===== src/rtl/debounce_ctrl.sv =====
// Multi-channel switch debouncer: two-flop synchronizers, one shared sample-tick
// prescaler used as a clock enable, and a per-channel qualify FSM with press/release pulses.
module debounce_ctrl #(
  parameter int NUM_CH       = 4,
  parameter int TICK_DIV     = 100_000,
  parameter int TICK_W       = 17,
  parameter int STABLE_TICKS = 10,
  parameter int STB_W        = 4
) (
  input  logic                  i_clk,
  input  logic                  i_rst_n,
  input  logic                  i_en,
  input  logic [NUM_CH-1:0]     i_sw,
  output logic                  o_tick,
  output logic [NUM_CH-1:0]     o_level,
  output logic [NUM_CH-1:0]     o_press,
  output logic [NUM_CH-1:0]     o_release,
  output logic [2*NUM_CH-1:0]   o_state
);

  typedef enum logic [1:0] {
    RELEASED    = 2'd0,
    PRESS_CHK   = 2'd1,
    PRESSED     = 2'd2,
    RELEASE_CHK = 2'd3
  } state_t;

  localparam logic [TICK_W-1:0] TICK_MAX = TICK_W'(TICK_DIV - 1);
  localparam logic [STB_W-1:0]  STB_MAX  = STB_W'(STABLE_TICKS - 1);
  localparam logic [STB_W-1:0]  STB_ONE  = STB_W'(1);

  logic [NUM_CH-1:0] sync1;
  logic [NUM_CH-1:0] s;
  logic [TICK_W-1:0] cnt;

  state_t           state    [NUM_CH];
  state_t           state_nx [NUM_CH];
  logic [STB_W-1:0] scnt     [NUM_CH];
  logic [STB_W-1:0] scnt_nx  [NUM_CH];
  logic [NUM_CH-1:0] level_nx;
  logic [NUM_CH-1:0] press_nx;
  logic [NUM_CH-1:0] release_nx;

  // Synchronizer keeps running while disabled so s is fresh on re-enable.
  always_ff @(posedge i_clk or negedge i_rst_n) begin
    if (!i_rst_n) begin
      sync1 <= '0;
      s     <= '0;
    end else begin
      sync1 <= i_sw;
      s     <= sync1;
    end
  end

  assign o_tick = i_en && (cnt == TICK_MAX);

  always_ff @(posedge i_clk or negedge i_rst_n) begin
    if (!i_rst_n) begin
      cnt <= '0;
    end else if (!i_en || o_tick) begin
      cnt <= '0;
    end else begin
      cnt <= cnt + 1'b1;
    end
  end

  always_comb begin
    for (int k = 0; k < NUM_CH; k++) begin
      state_nx[k]   = state[k];
      scnt_nx[k]    = scnt[k];
      press_nx[k]   = 1'b0;
      release_nx[k] = 1'b0;
      if (o_tick) begin
        unique case (state[k])
          RELEASED: begin
            if (s[k]) begin
              state_nx[k] = PRESS_CHK;
              scnt_nx[k]  = STB_ONE;
            end
          end
          PRESS_CHK: begin
            if (!s[k]) begin
              state_nx[k] = RELEASED;
              scnt_nx[k]  = '0;
            end else if (scnt[k] == STB_MAX) begin
              state_nx[k] = PRESSED;
              scnt_nx[k]  = '0;
              press_nx[k] = 1'b1;
            end else begin
              scnt_nx[k] = scnt[k] + STB_ONE;
            end
          end
          PRESSED: begin
            if (!s[k]) begin
              state_nx[k] = RELEASE_CHK;
              scnt_nx[k]  = STB_ONE;
            end
          end
          RELEASE_CHK: begin
            if (s[k]) begin
              state_nx[k] = PRESSED;
              scnt_nx[k]  = '0;
            end else if (scnt[k] == STB_MAX) begin
              state_nx[k]   = RELEASED;
              scnt_nx[k]    = '0;
              release_nx[k] = 1'b1;
            end else begin
              scnt_nx[k] = scnt[k] + STB_ONE;
            end
          end
        endcase
      end
      // Level is high while the last qualified state is pressed, including its CHK.
      level_nx[k] = (state_nx[k] == PRESSED) || (state_nx[k] == RELEASE_CHK);
    end
  end

  always_ff @(posedge i_clk or negedge i_rst_n) begin
    if (!i_rst_n) begin
      for (int k = 0; k < NUM_CH; k++) begin
        state[k] <= RELEASED;
        scnt[k]  <= '0;
      end
      o_level   <= '0;
      o_press   <= '0;
      o_release <= '0;
    end else begin
      for (int k = 0; k < NUM_CH; k++) begin
        state[k] <= state_nx[k];
        scnt[k]  <= scnt_nx[k];
      end
      o_level   <= level_nx;
      o_press   <= press_nx;
      o_release <= release_nx;
    end
  end

  for (genvar g = 0; g < NUM_CH; g++) begin : g_state_dbg
    assign o_state[2*g +: 2] = state[g];
  end

endmodule


===== config.mk =====
export PLATFORM = sky130hd
export DESIGN_NAME = debounce_ctrl
export DESIGN_NICKNAME = d
export VERILOG_FILES = /design/src/rtl/debounce_ctrl.sv
export SDC_FILE = /design/constraint.sdc
export NUM_CORES = 1
export LEC_CHECK = 0
export ABC_AREA = 0
export BUFFER_PORTS_ARGS = -buffer_cell sky130_fd_sc_hd__buf_4
export CORE_UTILIZATION = 50
export CTS_BUF_LIST = sky130_fd_sc_hd__clkbuf_8 sky130_fd_sc_hd__clkbuf_16
export DETAILED_ROUTE_END_ITERATION = 7
export PLACE_DENSITY = 0.79
export SYNTH_ARGS = -nofsm -noshare
export SYNTH_HDL_FRONTEND = slang
export SYNTH_SLANG_ARGS = --single-unit

===== constraint.sdc =====
create_clock -name i_clk -period 2.7 [get_ports i_clk]
set_clock_uncertainty 0.1 [all_clocks]
set_input_delay 0.54 -clock i_clk [delete_from_list [all_inputs] [get_ports i_clk]]
set_output_delay 0.54 -clock i_clk [all_outputs]
set_load 0.03 [all_outputs]

== Word-level counts from Yosys, hierarchy flattened ==
Index checks and enable logic that the tools add are counted.

* Register bits: 61
* Input port bits: 7
* Output and inout port bits: 21
* Logic and storage cells: 152

* Add/subtract/negate cells: 5
* Eq/ne operators: 33
* Multiplexer cells: 85
* Reduce and logical (&&, ||, !) cells: 15

{| class="wikitable"
|+ Operators by type and width
! cell !! number
|-
| $mux 4 || 20
|-
| $pmux 4 s4 || 4
|-
| $mux 2 || 28
|-
| $eq 2x2->1 const B || 16
|-
| $pmux 2 s4 || 4
|-
| $mux 1 || 28
|-
| $add 17x1->17 const B || 1
|-
| $eq 17x17->1 const B || 1
|-
| $mux 17 || 1
|-
| $add 4x1->4 const B || 4
|-
| $eq 4x4->1 const B || 4
|-
| $ne 2x2->1 const B || 8
|-
| $reduce_and 3->1 || 4
|-
| $eq 2x1->1 const B || 4
|-
| $logic_not 2->1 || 4
|-
| $logic_or 1x1->1 || 5
|-
| $logic_and 1x1->1 || 1
|-
| $logic_not 1->1 || 1
|}

== Depth between registers and ports, before layout ==
Gate-level depths: netlist of the first run.

* Word-level depth: 7
* Gate-level depth with buffers: 6
* Mapped depth without buffers: 6

== Worst setup path after synthesis of the first run ==
Ideal clock, no wire load.

* Path kind: reg2out
* Start: register cnt[0]
* End: output port o_tick
* Data arrival time: 1799 ps
* Required time: 2060 ps
* Path slack: 261 ps
* Stages on the path, launching flop included: 6
* Path buffers: 0
* Cell sequence: dfrtp_1 > ha_1 > nand4_1 > nor4_4 > nand2_2 > inv_1

* Word-level cells in the longest chain between the ends: 2

{| class="wikitable"
|+ RTL lines
! element !! RTL line !! source
|-
| from (decl) || 34 || <nowiki>logic [TICK_W-1:0] cnt;</nowiki>
|-
| from (signal assigned) || 63 || <nowiki>cnt <= cnt + 1'b1;</nowiki>
|-
| $eq 17x17->1 || 55 || <nowiki>assign o_tick = i_en && (cnt == TICK_MAX);</nowiki>
|-
| $logic_and 1x1->1 || 55 ||
|-
| to (decl) || 14 || <nowiki>output logic o_tick,</nowiki>
|}

No other way between the ends.

== Worst setup path after layout of the first run ==
* Start: register cnt[12]
* End: output port o_tick

The elaborated chain is that of the path after synthesis.

==> results of run 1 <==
==> critical path, stage by stage (launching register included) <==
cell	delay, ps
dfrtp_1	460
or4b_4	580
nor4_4	260
nand2_2	120
inv_1	70
buf_4	150
==> stage by stage <==
| step | area, µm² | power, mW | std cells |
|---|---|---|---|
| after global routing | 3380 | 1.84 | 377 |
| after detailed placement | 3180 | 1.01 | 360 |
| final | 3380 | 1.78 | 377 |
| after global placement | 3180 | 1.01 | 360 |
| after floorplan | 2870 | 0.978 | 261 |
| after CTS | 3380 | 1.79 | 377 |
==> flip-flops by register name, indices dropped and copies added, names as in the netlist <==
signal and count:
sync1 4, cnt 17, o_level 4, scnt 16, o_state 8, o_release 4, s 4, o_press 4
==> cells by family (layout without fill, tap and decap cells) <==
kind of cell	Yosys count	after routing	share of synthesized area [%]
AND/OR/NAND/NOR	107	107	21.0
AO/OA/AOI/OAI	36	36	9.14
multiplexers	12	12	4.70
flip-flops	61	61	53.1
XOR/XNOR	19	19	5.79
adder cells (fa/ha/maj)	9	9	3.92
buffers and inverters	17	61	2.31
==> power by group <==
group	total, mW	leakage [nW]	switching [mW]	internal, mW
registers	0.937	0.804	0.0114	0.926
clock network	0.781	0.105	0.339	0.441
logic	0.0572	0.653	0.0401	0.0171
total	1.78	1.56	0.391	1.38
==> cell usage in the layout (no fill, tap or decap), types with 4 or more instances in the layout <==
| cell | n |
|---|---|
| nand3_1 | 18 |
| xnor2_1 | 13 |
| xor2_1 | 6 |
| nand2_1 | 11 |
| inv_1 | 14 |
| nor2_1 | 28 |
| o31ai_1 | 6 |
| nor3_1 | 5 |
| mux2_2 | 12 |
| dfrtp_1 | 61 |
| nand4_1 | 9 |
| ha_1 | 9 |
| nor4_1 | 5 |
| clkbuf_8 | 10 |
| o211ai_1 | 4 |
| nor3b_1 | 8 |
| nand2b_1 | 4 |
| buf_4 | 32 |
| a31oi_1 | 8 |
==> path summary, 6_finish.rpt <==
kind                       cells after the start  startpoint  endpoint  slack [ps]
hold reg to reg                                0    sync1[2]      s[2]         250
min in group i_clk                             1     i_sw[1]  sync1[1]         210
setup / recovery                               5     cnt[12]    o_tick         100
setup reg to reg                               4     cnt[12]   scnt[6]         290
max in group asynchronous                      1     i_rst_n    cnt[2]        1820
hold / removal                                 1     i_rst_n    cnt[9]         170
==> area by class of cell <==
| type | instances | area (µm²) |
|---|---|---|
| clock buffers | 10 | 138 |
| clock inverters | 6 | 55.1 |
| fillers | 448 | 2130 |
| inverters | 13 | 48.8 |
| multi-input cells | 183 | 1280 |
| flip-flops and latches | 61 | 1530 |
| well taps | 72 | 90.1 |
| repair buffers | 32 | 240 |
==> metal layers <==
metal	global-route usage (%)	part of all wire (%)	up-vias
met5	0	0	-
met4	9.25	1.9	0
met3	5.76	4.3	10
met2	30.4	47	40
met1	26.0	46	1035
li1	-	-	1029
==> metrics.csv, run 1 <==
stage;metric;value;unit
detailed_routing;residual DRC count;0;
run;number of max-capacitance violations reported;0;
layout;Layout Utilization;61.4;%
setup_path;category of the worst setup path capture point;output pin;
place;dpl hpwl;3520;µm
hold_path;worst min-delay path class;in2async;
synth;Syn Nets;277;
detailed_routing;number of DRC markers after the initial detailed-route iteration;138;
clock_network;clock insertion delay at the later pin of the skew report;330;ps
detailed_routing;number of routed nets with antenna violations;0;
detailed_routing;average detailed-routed wire length per instance;14.5;µm
clock_network;Clock Sinks;61;
global_routing;number of antenna violations at the first check in global routing;0;
timing;number of setup violations in the final report;0;
timing;Pins Over Slew Limit;0;
clock_network;deepest level of the CTS H-tree;3;
timing;worst slew slack as a fraction of its limit;49.7;%
place;count of buffers from port buffering;27;
setup_path;category of the most critical setup path;reg2out;
timing;highest clock frequency the design can meet;0.384;GHz
synth;dominant register cell in the synthesized netlist;dfrtp_1;
floorplanning;Std-Cell Core Area;0.00551;mm²
timing;transition at the pin with the smallest max-transition slack;754;ps
floorplanning;Die Y;77.8;µm
setup_path;endpoint arrival time on the critical path;1960;ps
detailed_routing;vias after detailed routing;2114;
clock_network;maximum buffer depth of the clock tree;2;
synth;Cell Area, Synth;0.00287;mm²
synth;sequential share of the synthesized area;53.1;%
global_routing;global-route usage over all layers;19.8;%
clock_network;Clk Tree Root Cell;clkbuf_8;
layout;count of antenna diodes in the layout;0;
setup_path;data required time of the critical path;2060;ps
setup_path;worst-path maximum fanout;6;
detailed_routing;Via density;5.61;
timing;Hold Worst Slack;170;ps
synth;number of synthesized flops with an enable pin;0;
outcome;run status;completed;
clock_network;Post-CTS Setup Bufs;1;
synth;count of warnings emitted by yosys;0;
synth;leading post-synthesis cells by cell area;dfrtp_1 (53%), mux2_2 (4.7%), xnor2_1 (4.0%);
place;GPL Wtd Cong;0.824;
layout;Syn-to-layout area delta;17.6;%
floorplanning;initial core utilization;52.2;%
global_routing;grt ovf;0;
place;Setup Slack @ Placement;316;ps
global_routing;maximum number of pins on one net before global-route repair;62;
timing;number of endpoints with negative hold slack in the final report;0;
pwr;Power Dens Cells;525;mW/mm²
global_routing;number of global-route vias before repair;1969;
clock_network;hold-fix buffer count after cts;0;
clock_network;Num CTS Buffers;9;
synth;number of different library cells in the post-synthesis netlist;44;
timing;final critical delay including setup and external delays;2600;ps
global_routing;wire length of the first global-routing pass;9090;µm
timing;worst setup slack after layout;95.8;ps
floorplanning;DIE AREA;0.00606;mm²
synth;cell with the most instances after synthesis;dfrtp_1;
floorplanning;# rows;27;
pwr;Worst VDD drop;0.399;mV
timing;setup_tns;0;ps
timing;setup repair after global routing missed its margin;no;
floorplanning;ports placed on the boundary;28;
detailed_routing;aggregate routed wire length;5480;µm
synth;cell count after synthesis;261;
layout;Nets;316;
timing;fin crit share;96.5;%
setup_path;startpoint type of the worst setup path;register;
synth;most frequent cells after synthesis;dfrtp_1 (61), nor2_1 (28), nand3_1 (18);
layout;fraction of layout instances using a drive strength above 1;20.7;%
synth;synthesized flop and latch total;61;
clock_network;clock transition time at the flip-flop clock pins of the worst setup and hold paths;70;ps
synth;Synth area leader;dfrtp_1;
synth;top-area cell type share of the netlist area;53.1;%
clock_network;TritonCTS clock tree;done;
synth;post-synthesis async set-or-reset flop share;100;%
detailed_routing;first-pass detailed-route iteration total;4;
pwr;leakage dissipation;1.56;nW
clock_network;post-cts resize count;0;
floorplanning;DIE WIDTH;77.8;µm
synth;mean instance size in the synthesized netlist;11.0;µm²
(Power assumes the default switching activity.)
==> inputs of run 2 (changes only) <==
--- a/config.mk
+++ b/config.mk
@@ -7,9 +7,11 @@
 export LEC_CHECK = 0
 export ABC_AREA = 0
 export BUFFER_PORTS_ARGS = -buffer_cell sky130_fd_sc_hd__buf_4
+export CORE_ASPECT_RATIO = 0.5
 export CORE_UTILIZATION = 50
 export CTS_BUF_LIST = sky130_fd_sc_hd__clkbuf_8 sky130_fd_sc_hd__clkbuf_16
 export DETAILED_ROUTE_END_ITERATION = 7
+export MAX_ROUTING_LAYER = met4
 export PLACE_DENSITY = 0.79
 export SYNTH_ARGS = -nofsm -noshare
 export SYNTH_HDL_FRONTEND = slang
==> metrics.csv, run 2 (synthesis results as in run 1) <==
stage;metric;value;unit;change
outcome;run status;completed;;unchanged
timing;Hold Worst Slack;190;ps;was 170 ps
clock_network;deepest level of the CTS H-tree;3;;unchanged
clock_network;maximum buffer depth of the clock tree;2;;unchanged
timing;Pins Over Slew Limit;0;;unchanged
timing;number of endpoints with negative hold slack in the final report;0;;unchanged
setup_path;endpoint arrival time on the critical path;1920;ps;was 1960 ps
global_routing;number of global-route vias before repair;2191;;was 1,969
timing;final critical delay including setup and external delays;2560;ps;was 2600 ps
clock_network;Clk Tree Root Cell;clkbuf_16;;was clkbuf_8
global_routing;number of antenna violations at the first check in global routing;0;;unchanged
layout;Syn-to-layout area delta;22.3;%;was 17.6%
timing;fin crit share;94.6;%;was 96.5%
floorplanning;Std-Cell Core Area;0.00552;mm²;was 0.00551 mm²
floorplanning;Die Y;55.6;µm;was 77.8 µm
global_routing;grt ovf;0;;unchanged
layout;most common cell after layout, fill and taps aside;dfrtp_1;;unchanged
timing;setup repair after global routing missed its margin;no;;unchanged
layout;max reg flops;17;;unchanged
detailed_routing;number of DRC markers after the initial detailed-route iteration;82;;was 138
setup_path;data required time of the critical path;2060;ps;about the same
layout;leading cell types in the layout, fill and taps excluded;dfrtp_1 (61), buf_4 (32), nor2_1 (28), nand3_1 (18);;was dfrtp_1 (61), buf_4 (32), nor2_1 (28), nand3_1 (18), inv_1 (14)
detailed_routing;first-pass detailed-route iteration total;4;;unchanged
clock_network;clock transition time at the flip-flop clock pins of the worst setup and hold paths;50;ps;was 70 ps
timing;number of setup violations in the final report;0;;unchanged
place;count of buffers from port buffering;27;;unchanged
clock_network;TritonCTS clock tree;done;;unchanged
timing;setup_tns;0;ps;unchanged
detailed_routing;residual DRC count;0;;unchanged
detailed_routing;average detailed-routed wire length per instance;15.1;µm;was 14.5 µm
detailed_routing;Via density;5.77;;was 5.61
detailed_routing;aggregate routed wire length;5700;µm;was 5480 µm
pwr;Worst VDD drop;0.332;mV;was 0.399 mV
place;dpl hpwl;3580;µm;was 3520 µm
clock_network;Num CTS Buffers;9;;unchanged
run;number of max-capacitance violations reported;0;;unchanged
setup_path;startpoint type of the worst setup path;register;;unchanged
hold_path;worst min-delay path class;in2async;;unchanged
floorplanning;# rows;19;;was 27
pwr;leakage dissipation;1.62;nW;was 1.56 nW
setup_path;worst-path maximum fanout;5;;was 6
layout;number of standard cells in the layout, taps in and fillers out;378;;was 377
setup_path;category of the worst setup path capture point;output pin;;unchanged
timing;highest clock frequency the design can meet;0.391;GHz;was 0.384 GHz
clock_network;Clock Sinks;61;;unchanged
floorplanning;ports placed on the boundary;28;;unchanged
layout;largest register by flop count;cnt;;unchanged
pwr;Power Dens Cells;631;mW/mm²;was 525 mW/mm²
detailed_routing;number of routed nets with antenna violations;0;;unchanged
timing;transition at the pin with the smallest max-transition slack;732;ps;was 754 ps
floorplanning;DIE AREA;0.00607;mm²;was 0.00606 mm²
layout;Nets;316;;unchanged
timing;worst slew slack as a fraction of its limit;51.2;%;was 49.7%
place;GPL Wtd Cong;0.876;;was 0.824
clock_network;clock insertion delay at the later pin of the skew report;320;ps;was 330 ps
detailed_routing;vias after detailed routing;2182;;was 2,114
setup_path;category of the most critical setup path;reg2out;;unchanged
place;number of cells after detailed placement;360;;unchanged
layout;fraction of layout instances using a drive strength above 1;21.0;%;was 20.7%
floorplanning;initial core utilization;52.1;%;was 52.2%
global_routing;wire length of the first global-routing pass;9830;µm;was 9090 µm
global_routing;global-route usage over all layers;22.0;%;was 19.8%
layout;count of antenna diodes in the layout;0;;unchanged
pwr;post-layout power;2.22;mW;was 1.78 mW
floorplanning;DIE WIDTH;109;µm;was 77.8 µm
global_routing;maximum number of pins on one net before global-route repair;62;;unchanged
run 2: changes by cell type in the layout (fill, tap and decap cells not counted):
cell and change:
bufinv_16 +1, clkbuf_16 +9, clkbuf_8 -8, clkinvlp_4 -1, inv_1 -1
run 2: layout make-up:
class                      instances  area (µm²)
fill                             411        2000
sequential                        61        1530
multi-input combinational        183        1280
clock buffer                      11         253
timing repair buffer              32         240
tap                               73        91.3
clock inverter                     5        73.8
inverter                          13        48.8
run 2: worst paths after layout:
| path | from | to | slack, ps | cells past startpoint |
|---|---|---|---|---|
| max | cnt[13] | o_tick | 140 | 5 |
| min | i_rst_n | o_press[0] | 190 | 1 |
| max reg2reg | cnt[0] | scnt[6] | 240 | 6 |
| min reg2reg | sync1[1] | s[1] | 250 | 0 |
| max in group asynchronous | i_rst_n | o_release[3] | 1830 | 1 |
| min in group i_clk | i_sw[0] | sync1[0] | 220 | 1 |
run 2: through the flow:
step | cell area [µm²] | util [%] | setup slack (ps)
after floorplan | 2870 | - | 261
after global placement | 3170 | 57.5 | 348
after detailed placement | 3170 | 57.5 | 284
after CTS | 3510 | 63.7 | 119
after global routing | 3510 | 63.7 | 78.0
final | 3510 | 63.7 | 145
run 2: layer usage:
metal  up-vias  wire length, µm  GRT usage [%]
met3         8              264           6.79
met5         -                0              -
met4         0               65           9.33
met1      1086             2540           26.7
li1       1026                -              -
met2        62             2830           34.4
run 2: critical path, cell delays in order (launching register included):
cell and delay, ps:
dfrtp_1 420, or4b_4 590, nor4_4 280, nand2_2 90
inv_1 60, buf_4 150
run 2: where the power goes:
group,switching (mW),internal (mW)
Clock,0.373,0.850
Combinational,0.0404,0.0159
Sequential,0.0114,0.928
Total,0.425,1.79
run 2: what timing repair did:
item                                    in CTS  in global routing
gates resized for setup                      0                  0
buffers inserted                             2                  0
endpoints found under the setup margin       1                  0
hold buffers                                 0                  0
==> inputs of run 3 (changes only) <==
==> config.mk (replaced) <==
export PLATFORM = sky130hd
export DESIGN_NAME = debounce_ctrl
export DESIGN_NICKNAME = d
export VERILOG_FILES = /design/src/rtl/debounce_ctrl.sv
export SDC_FILE = /design/constraint.sdc
export NUM_CORES = 1
export LEC_CHECK = 0
export ABC_AREA = 0
export CORE_ASPECT_RATIO = 1.5
export CORE_UTILIZATION = 50
export CTS_BUF_LIST = sky130_fd_sc_hd__clkbuf_8 sky130_fd_sc_hd__clkbuf_16
export DETAILED_ROUTE_END_ITERATION = 7
export DONT_BUFFER_PORTS = 1
export MAX_ROUTING_LAYER = met4
export PLACE_DENSITY = 0.75
export SYNTH_ARGS = -nofsm -noshare
export SYNTH_HDL_FRONTEND = slang
export SYNTH_SLANG_ARGS = --single-unit
==> metrics.csv, run 3 (synthesis results as in run 1) <==
stage;metric;value;unit;change
clock_network;TritonCTS clock tree;done;;unchanged
clock_network;clock insertion delay at the later pin of the skew report;350;ps;was 320 ps
timing;Pins Over Slew Limit;0;;unchanged
timing;number of endpoints with negative hold slack in the final report;0;;unchanged
floorplanning;DIE WIDTH;63.9;µm;was 109 µm
detailed_routing;Via density;5.91;;was 5.77
global_routing;number of global-route vias before repair;2047;;was 2,191
floorplanning;Std-Cell Core Area;0.00549;mm²;was 0.00552 mm²
timing;setup_tns;0;ps;unchanged
setup_path;category of the most critical setup path;reg2out;;unchanged
detailed_routing;number of routed nets with antenna violations;0;;unchanged
pwr;leakage dissipation;1.42;nW;was 1.62 nW
floorplanning;# rows;33;;was 19
clock_network;Clk Tree Root Cell;clkbuf_8;;was clkbuf_16
run;number of max-capacitance violations reported;0;;unchanged
layout;fraction of layout instances using a drive strength above 1;13.3;%;was 21.0%
place;total cell area at the placement stage;0.00297;mm²;was 0.00317 mm²
setup_path;worst-path maximum fanout;8;;was 5
detailed_routing;vias after detailed routing;2058;;was 2,182
timing;worst slew slack as a fraction of its limit;67.2;%;was 51.2%
layout;largest register by flop count;cnt;;unchanged
layout;Syn-to-layout area delta;10.9;%;was 22.3%
timing;fin crit share;96.2;%;was 94.6%
setup_path;Slowest cell on crit path;or4b_4;;unchanged
global_routing;grt ovf;0;;unchanged
layout;post-route cell area;0.00319;mm²;was 0.00351 mm²
layout;max reg flops;17;;unchanged
global_routing;maximum number of pins on one net before global-route repair;62;;unchanged
detailed_routing;average detailed-routed wire length per instance;16.2;µm;was 15.1 µm
timing;transition at the pin with the smallest max-transition slack;491;ps;was 732 ps
layout;count of antenna diodes in the layout;0;;unchanged
clock_network;Clock Sinks;61;;unchanged
layout;leading cell types in the layout, fill and taps excluded;dfrtp_1 (61), nor2_1 (28), nand3_1 (18), xnor2_1 (13);;was dfrtp_1 (61), buf_4 (32), nor2_1 (28), nand3_1 (18)
clock_network;clock transition time at the flip-flop clock pins of the worst setup and hold paths;70;ps;was 50 ps
setup_path;number of buffers and inverters on the critical path;1;;was 2
timing;setup repair after global routing missed its margin;no;;unchanged
clock_network;Num CTS Buffers;9;;unchanged
outcome;run status;completed;;unchanged
setup_path;data required time of the critical path;2060;ps;about the same
timing;Hold Worst Slack;121;ps;was 190 ps
detailed_routing;first-pass detailed-route iteration total;4;;unchanged
setup_path;endpoint arrival time on the critical path;1960;ps;was 1920 ps
floorplanning;Die Y;94.9;µm;was 55.6 µm
setup_path;startpoint type of the worst setup path;register;;unchanged
global_routing;number of antenna violations at the first check in global routing;0;;unchanged
place;GPL Wtd Cong;0.906;;was 0.876
detailed_routing;number of DRC markers after the initial detailed-route iteration;128;;was 82
global_routing;wire length of the first global-routing pass;9190;µm;was 9830 µm
setup_path;worst stage delay on the critical path;590;ps;about the same
layout;Layout fillers;464;;was 411
pwr;post-layout power;1.71;mW;was 2.22 mW
hold_path;worst min-delay path class;in2reg;;was in2async
timing;highest clock frequency the design can meet;0.385;GHz;was 0.391 GHz
detailed_routing;aggregate routed wire length;5650;µm;was 5700 µm
setup_path;cell chain of the critical path;or4b_4, nor4_4, nand2_4, inv_2;;was or4b_4, nor4_4, nand2_2, inv_1, buf_4
pwr;Power Dens Cells;537;mW/mm²;was 631 mW/mm²
timing;worst setup slack after layout;104;ps;was 145 ps
floorplanning;ports placed on the boundary;28;;unchanged
floorplanning;initial core utilization;52.3;%;was 52.1%
detailed_routing;residual DRC count;0;;unchanged
floorplanning;DIE AREA;0.00606;mm²;was 0.00607 mm²
timing;final critical delay including setup and external delays;2600;ps;was 2560 ps
clock_network;maximum buffer depth of the clock tree;2;;unchanged
place;Setup Slack @ Placement;298;ps;was 284 ps
setup_path;category of the worst setup path capture point;output pin;;unchanged
place;dpl hpwl;3710;µm;was 3580 µm
setup_path;family of cells with the greatest summed delay on the critical path;simple AND/OR/NAND/NOR gates;;unchanged
layout;Nets;289;;was 316
clock_network;deepest level of the CTS H-tree;3;;unchanged
layout;most common cell after layout, fill and taps aside;dfrtp_1;;unchanged
global_routing;global-route usage over all layers;21.0;%;was 22.0%
place;count of buffers from port buffering;0;;was 27
timing;number of setup violations in the final report;0;;unchanged
pwr;Worst VDD drop;0.332;mV;about the same
## run 3: changes by cell type in the layout (fill, tap and decap cells not counted), moves of 2 or more
cell,change
clkbuf_8,+9
buf_4,-29
clkbuf_16,-9
bufinv_16,-2
## run 3: layout make-up
| cell class | count | area, µm² | share of cell area [%] |
|---|---|---|---|
| Timing Repair Buffer | 5 | 60.1 | 1.88 |
| Sequential cell | 61 | 1530 | 47.9 |
| Inverter | 13 | 48.8 | 1.53 |
| Tap cell | 70 | 87.6 | 2.75 |
| Multi-Input combinational cell | 183 | 1290 | 40.4 |
| Clock buffer | 11 | 151 | 4.75 |
| Clock inverter | 5 | 26.3 | 0.824 |
## run 3: report_power, final
group	leakage (nW)	internal, mW	switching (mW)
clock	0.0963	0.374	0.348
combinational	0.523	0.0158	0.0355
sequential	0.804	0.926	0.0116
## run 3: what timing repair did
item,4_1_cts,5_1_grt
endpoints found under the setup margin,1,1
resized for setup,1,1
gates cloned,0,0
setup buffers,0,0
hold buffers,2,0
hold endpoints to repair,61,0
## run 3: worst paths after layout
path | start | slack, ps | cells after the start | endpoint
max | cnt[13] | 100 | 4 | o_tick
min | i_sw[2] | 120 | 0 | sync1[2]
max reg2reg | cnt[13] | 330 | 4 | cnt[3]
min reg2reg | sync1[1] | 250 | 0 | s[1]
max in group asynchronous | i_rst_n | 1620 | 2 | cnt[14]
min in group asynchronous | i_rst_n | 620 | 2 | o_release[0]
## run 3: per-stage QoR
| step | utilization, % | instances |
|---|---|---|
| 2_1_floorplan | - | 261 |
| 3_3_place_gp | 54.0 | 330 |
| 3_5_place_dp | 54.0 | 330 |
| 4_1_cts | 57.9 | 348 |
| 5_1_grt | 58.0 | 348 |
| 6_report | 58.0 | 348 |
## run 3: routing by layer
metal	vias to the layer above	wire length, µm	track usage [%]
li1	976	-	-
met1	1027	2320	20.8
met2	40	3000	35.9
met3	15	153	4.35
met4	0	180	15.7
met5	-	0	-
## run 3: worst register-to-register path: cells and delay by family, from the launching register on
| kind | cells | cell delay [ps] |
|---|---|---|
| simple gates | 4 | 1710 |
| flops | 1 | 430 |
